`src/rtl/alu_issue_ctrl_if.sv`:
```
// alu_issue_ctrl_if: instruction, load, ALU, writeback and debug signals of the issue controller
interface alu_issue_ctrl_if;
  logic        instr_valid;
  logic [31:0] instr;
  logic        instr_ready;
  logic        ld_en;
  logic [3:0]  ld_addr;
  logic [31:0] ld_data;
  logic [31:0] alu_a;
  logic [31:0] alu_b;
  logic [4:0]  alu_shamt;
  logic [3:0]  alu_funct;
  logic [31:0] alu_res;
  logic        wb_valid;
  logic [3:0]  wb_rd;
  logic [31:0] wb_data;
  logic        err;
  logic        busy;
  logic [3:0]  dbg_addr;
  logic [31:0] dbg_data;
  modport slave (
    input  instr_valid, instr, ld_en, ld_addr, ld_data, alu_res, dbg_addr,
    output instr_ready, alu_a, alu_b, alu_shamt, alu_funct, wb_valid, wb_rd, wb_data, err, busy, dbg_data
  );
  modport master (
    output instr_valid, instr, ld_en, ld_addr, ld_data, alu_res, dbg_addr,
    input  instr_ready, alu_a, alu_b, alu_shamt, alu_funct, wb_valid, wb_rd, wb_data, err, busy, dbg_data
  );
endinterface

```
`src/rtl/alu_issue_ctrl.sv`:
```
// alu_issue_ctrl: issues one instruction at a time to an external ALU and writes back its result; ALU_ISSUE_ZERO_REG_EN makes R0 a hardwired zero
module alu_issue_ctrl (
  input logic clk,
  input logic rst_n,
  alu_issue_ctrl_if.slave bus
);
`ifdef ALU_ISSUE_ZERO_REG_EN
  localparam bit ZERO_REG = 1'b1;
`else
  localparam bit ZERO_REG = 1'b0;
`endif
  typedef enum logic [1:0] {IDLE, ISSUE, WB, ERR} state_t;
  state_t state, state_nxt;
  logic [31:0] rf [16];
  logic [3:0] funct, rd, rs, rt, wr_addr;
  logic [4:0] shamt;
  logic [31:0] wr_data;
  logic accept, illegal, wr_en, unused_bits;
  assign {funct, rd, rs, rt, shamt} = bus.instr[31:11];
  assign unused_bits = ^bus.instr[10:0];
  assign accept = bus.instr_valid && bus.instr_ready;
  assign illegal = funct > 4'd8;
  function automatic logic [31:0] read_reg(input logic [3:0] a);
    return (ZERO_REG && a == 4'd0) ? 32'd0 : rf[a];
  endfunction
  // single write port: writeback owns it in WB, external loads only in IDLE
  always_comb begin
    wr_addr = state == WB ? bus.wb_rd : bus.ld_addr;
    wr_data = state == WB ? bus.alu_res : bus.ld_data;
    wr_en = (state == WB || (state == IDLE && bus.ld_en)) && !(ZERO_REG && wr_addr == 4'd0);
  end
  // register file, cleared by reset so an aborted writeback leaves nothing behind
  always_ff @(posedge clk or negedge rst_n)
    if (!rst_n) for (int i = 0; i < 16; i++) rf[i] <= '0;
    else if (wr_en) rf[wr_addr] <= wr_data;
  // state register
  always_ff @(posedge clk or negedge rst_n)
    if (!rst_n) state <= IDLE;
    else state <= state_nxt;
  // next state: legal ops walk ISSUE->WB, illegal ones spend one cycle in ERR
  always_comb begin
    state_nxt = state == IDLE ? (accept ? (illegal ? ERR : ISSUE) : IDLE) : state == ISSUE ? WB : IDLE;
  end
  // operand latch: holds the last legal issue until the next one
  always_ff @(posedge clk or negedge rst_n)
    if (!rst_n) begin
      bus.alu_a <= '0;
      bus.alu_b <= '0;
      bus.alu_shamt <= '0;
      bus.alu_funct <= '0;
      bus.wb_rd <= '0;
    end else if (accept && !illegal) begin
      bus.alu_a <= read_reg(rs);
      bus.alu_b <= read_reg(rt);
      bus.alu_shamt <= shamt;
      bus.alu_funct <= funct;
      bus.wb_rd <= rd;
    end
  // state-decoded outputs and combinational debug read
  always_comb begin
    bus.instr_ready = state == IDLE && !bus.ld_en;
    bus.wb_valid = state == WB;
    bus.err = state == ERR;
    bus.busy = state != IDLE;
    bus.wb_data = bus.alu_res;
    bus.dbg_data = read_reg(bus.dbg_addr);
  end
endmodule
```
`src/flat_wrapper.sv`:
```
// flat-port wrapper written by rule: the top's interface ports become plain ports
module alu_issue_ctrl_flat 
  (clk, rst_n, bus_instr_valid, bus_instr, bus_ld_en, bus_ld_addr, bus_ld_data, bus_alu_res, bus_dbg_addr, bus_instr_ready, bus_alu_a, bus_alu_b, bus_alu_shamt, bus_alu_funct, bus_wb_valid, bus_wb_rd, bus_wb_data, bus_err, bus_busy, bus_dbg_data);
  alu_issue_ctrl_if bus_i ();
  input logic clk;
  input logic rst_n;
  input wire logic [$bits(bus_i.instr_valid)-1:0] bus_instr_valid;
  input wire logic [$bits(bus_i.instr)-1:0] bus_instr;
  input wire logic [$bits(bus_i.ld_en)-1:0] bus_ld_en;
  input wire logic [$bits(bus_i.ld_addr)-1:0] bus_ld_addr;
  input wire logic [$bits(bus_i.ld_data)-1:0] bus_ld_data;
  input wire logic [$bits(bus_i.alu_res)-1:0] bus_alu_res;
  input wire logic [$bits(bus_i.dbg_addr)-1:0] bus_dbg_addr;
  output wire logic [$bits(bus_i.instr_ready)-1:0] bus_instr_ready;
  output wire logic [$bits(bus_i.alu_a)-1:0] bus_alu_a;
  output wire logic [$bits(bus_i.alu_b)-1:0] bus_alu_b;
  output wire logic [$bits(bus_i.alu_shamt)-1:0] bus_alu_shamt;
  output wire logic [$bits(bus_i.alu_funct)-1:0] bus_alu_funct;
  output wire logic [$bits(bus_i.wb_valid)-1:0] bus_wb_valid;
  output wire logic [$bits(bus_i.wb_rd)-1:0] bus_wb_rd;
  output wire logic [$bits(bus_i.wb_data)-1:0] bus_wb_data;
  output wire logic [$bits(bus_i.err)-1:0] bus_err;
  output wire logic [$bits(bus_i.busy)-1:0] bus_busy;
  output wire logic [$bits(bus_i.dbg_data)-1:0] bus_dbg_data;
  assign bus_i.instr_valid = bus_instr_valid;
  assign bus_i.instr = bus_instr;
  assign bus_i.ld_en = bus_ld_en;
  assign bus_i.ld_addr = bus_ld_addr;
  assign bus_i.ld_data = bus_ld_data;
  assign bus_i.alu_res = bus_alu_res;
  assign bus_i.dbg_addr = bus_dbg_addr;
  assign bus_instr_ready = bus_i.instr_ready;
  assign bus_alu_a = bus_i.alu_a;
  assign bus_alu_b = bus_i.alu_b;
  assign bus_alu_shamt = bus_i.alu_shamt;
  assign bus_alu_funct = bus_i.alu_funct;
  assign bus_wb_valid = bus_i.wb_valid;
  assign bus_wb_rd = bus_i.wb_rd;
  assign bus_wb_data = bus_i.wb_data;
  assign bus_err = bus_i.err;
  assign bus_busy = bus_i.busy;
  assign bus_dbg_data = bus_i.dbg_data;
  alu_issue_ctrl u_core (.clk(clk), .rst_n(rst_n), .bus(bus_i));
endmodule
```
`config.mk`:
```
export PLATFORM = sky130hd
export DESIGN_NAME = alu_issue_ctrl_flat
export DESIGN_NICKNAME = d
export VERILOG_FILES = /design/src/rtl/alu_issue_ctrl_if.sv /design/src/rtl/alu_issue_ctrl.sv /design/src/flat_wrapper.sv
export SDC_FILE = /design/constraint.sdc
export NUM_CORES = 1
export LEC_CHECK = 0
export CELL_PAD_IN_SITES_DETAIL_PLACEMENT = 0
export CELL_PAD_IN_SITES_GLOBAL_PLACEMENT = 1
export CORE_UTILIZATION = 51
export CTS_BUF_LIST = sky130_fd_sc_hd__clkbuf_16
export CTS_CLUSTER_DIAMETER = 80
export DETAILED_ROUTE_END_ITERATION = 16
export PLACE_DENSITY = 0.8
export SYNTH_ARGS = -nofsm -noshare
export SYNTH_HDL_FRONTEND = slang
export SYNTH_SLANG_ARGS = --single-unit
```
`constraint.sdc`:
```
create_clock -name clk -period 3.1 [get_ports clk]
set_input_delay 0.62 -clock clk [delete_from_list [all_inputs] [get_ports clk]]
set_output_delay 0.62 -clock clk [all_outputs]
set_load 0.01 [all_outputs]
```
=== Word level (Yosys, flattened, before mapping) ===
Cells that the tools add are included.

* Order comparisons: 6
* Equality and inequality tests: 3
* Reduce and logical (&&, ||, !) cells: 10
* Bitwise operators: 4
* Mux-type cells: 18

{| class="wikitable"
|+ Operators by type and width
! cell !! count
|-
| $bwmux W512 || 1
|-
| $bmux W32 S4 || 3
|-
| $mux W32 || 8
|-
| $demux W32 S4 || 1
|-
| $ge A5 B5 Y1 const B || 4
|-
| $not A4 Y5 || 4
|-
| $mux W2 || 4
|-
| $logic_and A1 B1 Y1 || 5
|-
| $lt A5 B1 Y1 const B || 1
|-
| $eq A2 B2 Y1 const B || 2
|-
| $gt A4 B4 Y1 const B || 1
|-
| $mux W4 || 1
|-
| $eq A2 B1 Y1 const B || 1
|-
| $logic_not A1 Y1 || 2
|-
| $logic_not A2 Y1 || 1
|-
| $reduce_bool A2 Y1 || 1
|-
| $logic_or A1 B1 Y1 || 1
|}

* Output and inout bits: 145
* Register bits: 591
* Bits of input ports: 108

=== Longest topological paths before layout ===
* Word-level depth: 8
* Depth in mapped cells: 8
* Depth with buffers taken out: 4

=== Least setup slack after synthesis ===
No wires, ideal clock.

* Path type: in2out
* From: in bus_dbg_addr[0]
* To: out bus_dbg_data[11]
* Cell stages on the path: 4
* Setup slack: 0.253 ns
* Arrival time: 2.227 ns
* Cell sequence: buf_2 -> buf_2 -> mux4_2 -> mux4_2

* Longest elaborated chain between the ends: 4

{| class="wikitable"
|+ Ends and longest elaborated chain
! element !! RTL line !! source
|-
| from (decl) || flat_wrapper.sv:13 || <nowiki>input wire logic [$bits(bus_i.dbg_addr)-1:0] bus_dbg_addr;</nowiki>
|-
| $not A4 Y5 (not written as such) || alu_issue_ctrl.sv:24 || <nowiki>return (ZERO_REG && a == 4'd0) ? 32'd0 : rf[a];</nowiki>
|-
| $bmux W32 S4 || alu_issue_ctrl.sv:24 ||
|-
| $mux W32 (not written as such) (2 in series) || alu_issue_ctrl.sv:24 ||
|-
| to (decl) || flat_wrapper.sv:24 || <nowiki>output wire logic [$bits(bus_i.dbg_data)-1:0] bus_dbg_data;</nowiki>
|}

No other way between the ends. The select of a mux whose other input is x is not followed.

=== Worst setup path after layout ===
* From: in bus_dbg_addr[0]
* To: out bus_dbg_data[29]

Same word-level chain as after synthesis.

==> results.txt <==
----------------------------------------------------
[Global routing]
  Overall global routing resource usage ... roughly 30%
  Pin count of the biggest net entering global routing ... 123
  Overall overflow remaining after global route ... 0
  Wire length of the first global-routing pass ... between 150000 and 200000 um
  Initial antenna violation count ... 4
  Number of global-route vias before repair ... between 20000 and 25000

[Hold path]
  Number of instances on the worst hold path ... 1
  Path type of the worst min-delay path ... reg2reg
  Launch instance of the worst min-delay path ... u_core.bus.alu_a[18]$_DFFE_PN0P_
  End point of the worst hold path ... u_core.bus.alu_a[18]$_DFFE_PN0P_

[Detailed routing]
  DR vias ... 22440
  Post-DRT Antenna Nets ... 0
  Final routed wire length divided by cell count ... approximately 30 um
  Average via count per standard cell ... 6.901
  Initial detailed-routing violation count ... around 2200
  DRC ... 0
  Detailed Routing Iterations Pass 1 ... 5
  Final routed wirelength across all metal layers ... 100500 um

[Final layout]
  Area Overhead vs Synth ... 17.17%
  Final #Nets ... 2446
  Storage element area ... 0.01479 mm2
  Area of combinational cells with multiple inputs ... 0.01814 mm2
  Ratio of cells with drive above 1 in the final layout ... between 40% and 50%
  Total non-filler cell area in the finished layout ... 0.04026 mm2
  Fill cell total of the finished layout ... 4862
  Final standard cell count with taps included and fillers excluded ... 3252
  Final standard cell utilization of the core ... 60.80%

[STA]
  Min cycle time layout ... 3.079 ns
  Total setup violations reported at the end of the flow ... 0
  Hold WS ... 0.4716 ns
  RSZ-0062 raised after global routing ... true
  Worst Setup Slack, final ... roughly 0.021 ns
  Share of the clock period used by the worst path after layout ... approximately 99%
  Actual slew at the worst max-slew pin ... 0.7235 ns
  Normalized max-slew margin ... 51.77%
  Number of pins exceeding their max-slew limit in the final report ... 0
  Highest clock frequency the design can meet ... 324.8 MHz
  Setup TNS after final layout ... 0 ns
  Final hold vios ... 0
  Layout Skew ... 0.01530 ns

[Clocking]
  CTS Sinks ... 591
  Number of H-tree levels ... 3
  Clock buffers created by TritonCTS ... 68
  Clock-pin slew reported for the worst setup and hold paths after clock tree synthesis ... 0.05 ns
  Buffers from clock root to sink, at most ... 3
  Clock Latency Late Sink ... 0.61 ns
  CTS tree ... done
  Root Driver ... clkbuf_16

[Critical path]
  Reg-to-reg startpoint ... u_core.state[1]$_DFF_PN0_
  Worst-case reg-to-reg path depth ... 6
  Nature of the critical path startpoint ... input pin
  Category of the critical setup timing path ... in2out
  Worst reg2reg endpoint ... u_core.rf[271]$_DFFE_PN0P_
  Crit. End Element ... primary output
  Critical-path maximum fanout ... 12
  Setup slack on the worst flop-to-flop path ... 0.43 ns
  Data required, critical path ... 2.48 ns
  Worst Path Arrival ... 2.46 ns

[Placed design]
  Count of buffers inserted at the top-level ports ... 241
  Dpl hpwl ... 61400 um
  Weighted congestion at the end of routability-driven global placement ... slightly below 0.9
  Post-Place Cell Area ... between 0.03 and 0.04 mm2
  Number of instances in the placed design ... 3116
  Worst setup slack after placement ... -0.2389 ns

[Floorplanning]
  Cell Rows ... 94
  Core ar. ... between 0.06 and 0.07 mm2
  IO Count ... approximately 250
  Effective utilization at floorplan ... 51.89%
  Width of the die ... roughly 260 um
  Die boundary height ... 261.6 um
  Total Die Area ... 0.06841 mm2

[Job]
  MaxCap Viol Count ... 0

[Yosys]
  Register area share after synthesis ... a little over two fifths
  Synthesized-area fraction occupied by adder cells ... 0%
  Post-synthesis area per instance ... approximately 16 um2
  Post-synth EDFFs ... 0
  Synthesized area ... 0.03436 mm2
  Compound-cell area share of the yosys netlist ... 4.210%
  Mux share of post-synthesis cell area ... between 40% and 50%
  Xor and xnor area share after synthesis ... 0%
  Area fraction in and, or, nand and nor cells after synthesis ... 1.395%
  Share of flip-flops with an asynchronous set or reset ... 100.0%
  Synthesized instance count ... 2152
  Top FF cell, synth ... dfrtp_1
  Unique masters post-synth ... 35
  Number of nets produced by synthesis ... roughly 2300
  Combinational family with the most area after synthesis ... multiplexers
  Seq cells post-synth ... 591
  Total number of yosys warnings ... 0

[Power]
  Leakage ... roughly 17 nW
  Overall power consumption ... about 35 mW
  Seq pwr share ... between 40% and 50%
  Switching power share of the total ... between 30% and 40%
  Share of total power in combinational logic ... between 30% and 40%
  Internal Dissipation ... 24.29 mW
  Max rail drop VDD ... between 0.3 and 0.4 mV
  Net switching component of the power ... 11.13 mW
  Power Density ... ~880 mW/mm2
  Fraction of power consumed by the clock network ... between 20% and 30%

[Status]
  Result of the run ... finished, final reports clean

----------------------------------------------------
-- sequential cells by signal, indices dropped and copies added, names as in the netlist --
signal and flops:
u_core.bus.alu_b 32, u_core.bus.alu_funct 4, u_core.bus.alu_shamt 5, u_core.state 2, u_core.rf 512, u_core.bus.wb_rd 4
u_core.bus.alu_a 32
-- worst max-delay path by stage --
stage / start / to / slack, ns / depth (start not counted)
final: bus_dbg_addr[0] / bus_dbg_data[29] / 0.02 / 5
after detailed placement: bus_dbg_addr[0] / bus_dbg_data[25] / -0.24 / 5
after global placement: bus_dbg_addr[0] / bus_dbg_data[25] / -0.22 / 5
after floorplan: bus_dbg_addr[0] / bus_dbg_data[11] / 0.25 / 4
after global routing: bus_dbg_addr[0] / bus_dbg_data[29] / -0.01 / 5
after CTS: bus_dbg_addr[0] / bus_dbg_data[6] / -0.18 / 5
-- power by group through the flow --
stage	clock [mW]	sequential, mW	combinational (mW)
after CTS	7.81	15.1	12.5
after detailed placement	0	15.2	12.5
after floorplan	0	13.9	9.28
after global placement	0	14.9	12.1
after global routing	8.14	15.8	13.2
final	7.66	15.3	12.4
-- Yosys cell counts (3+ instances only) --
| master | instances | area share [%] |
|---|---|---|
| dfrtp_1 | 591 | 43 |
| mux2_2 | 475 | 16 |
| mux4_2 | 416 | 27 |
| clkbuf_1 | 115 | 1.3 |
| mux2_1 | 70 | 2.3 |
| o22ai_1 | 65 | 1.2 |
| a211oi_1 | 64 | 1.4 |
| a21o_1 | 64 | 1.4 |
| mux2i_1 | 64 | 1.9 |
| buf_2 | 55 | 0.80 |
| nand2_1 | 40 | 0.44 |
| buf_6 | 38 | 1.2 |
| buf_4 | 35 | 0.76 |
| buf_1 | 15 | 0.16 |
| nand3_4 | 8 | 0.41 |
| nand2b_1 | 5 | 0.091 |
| and3_1 | 4 | 0.073 |
| nand3_1 | 4 | 0.058 |
| or2_2 | 3 | 0.055 |
-- final cells by class --
cell class / count / area share (%)
inverter: 2 / 0.01865
clock buffer: 69 / 4.289
antenna: 1 / 0.006216
clock inverter: 50 / 0.8796
sequential: 591 / 36.74
tap: 864 / 2.685
multi-input combinational: 1301 / 45.07
timing repair buffer: 374 / 10.31
-- logic make-up (layout without fill, tap and decap cells) --
logic type             after synthesis  after routing
muxes                             1027           1027
DFF                                591            591
buffers and inverters              260            495
AOI/OAI and AO/OA                  200            200
and+or+nand+nor                     74             74
other                                0              1
-- cells in the final DEF, fill, tap and decap left out, types with 13 or more instances in the layout --
| cell type | count |
|---|---|
| buf_4 | 76 |
| o22ai_1 | 65 |
| mux2i_1 | 64 |
| nand2_1 | 40 |
| mux2_2 | 475 |
| clkdlybuf4s50_1 | 196 |
| dfrtp_1 | 591 |
| a21o_1 | 64 |
| inv_1 | 14 |
| clkinv_1 | 13 |
| buf_12 | 43 |
| mux4_2 | 416 |
| a211oi_1 | 64 |
| clkbuf_16 | 72 |
| mux2_1 | 70 |
-- routing by layer --
metal / wire (um) / GRT usage, % / share of wire, % / up-vias
met4: 3660 / 12.14 / 3.6 / 2
met5: 13 / 0 / 0.013 / -
met1: 39470 / 41.68 / 39 / 11950
met2: 48760 / 47.94 / 49 / 1269
met3: 8592 / 5.565 / 8.5 / 241
li1: - / - / - / 8983
-- timing repair --
| action | 4_1_cts | 5_1_grt |
|---|---|---|
| setup endpoints to repair | 33 | 20 |
| setup buffers | 4 | 5 |
| hold buffers | 1 | 0 |
| cloned | 4 | 2 |
| gates resized for setup | 29 | 34 |
| endpoints found under the hold margin | 20 | 0 |
-- critical path: stages --
cell	delay (ns)
clkbuf_16	0.19
bufbuf_16	0.32
mux4_2	0.50
mux4_2	0.50
dlygate4sd2_1	0.31
Power figures use the tool's default switching activity.
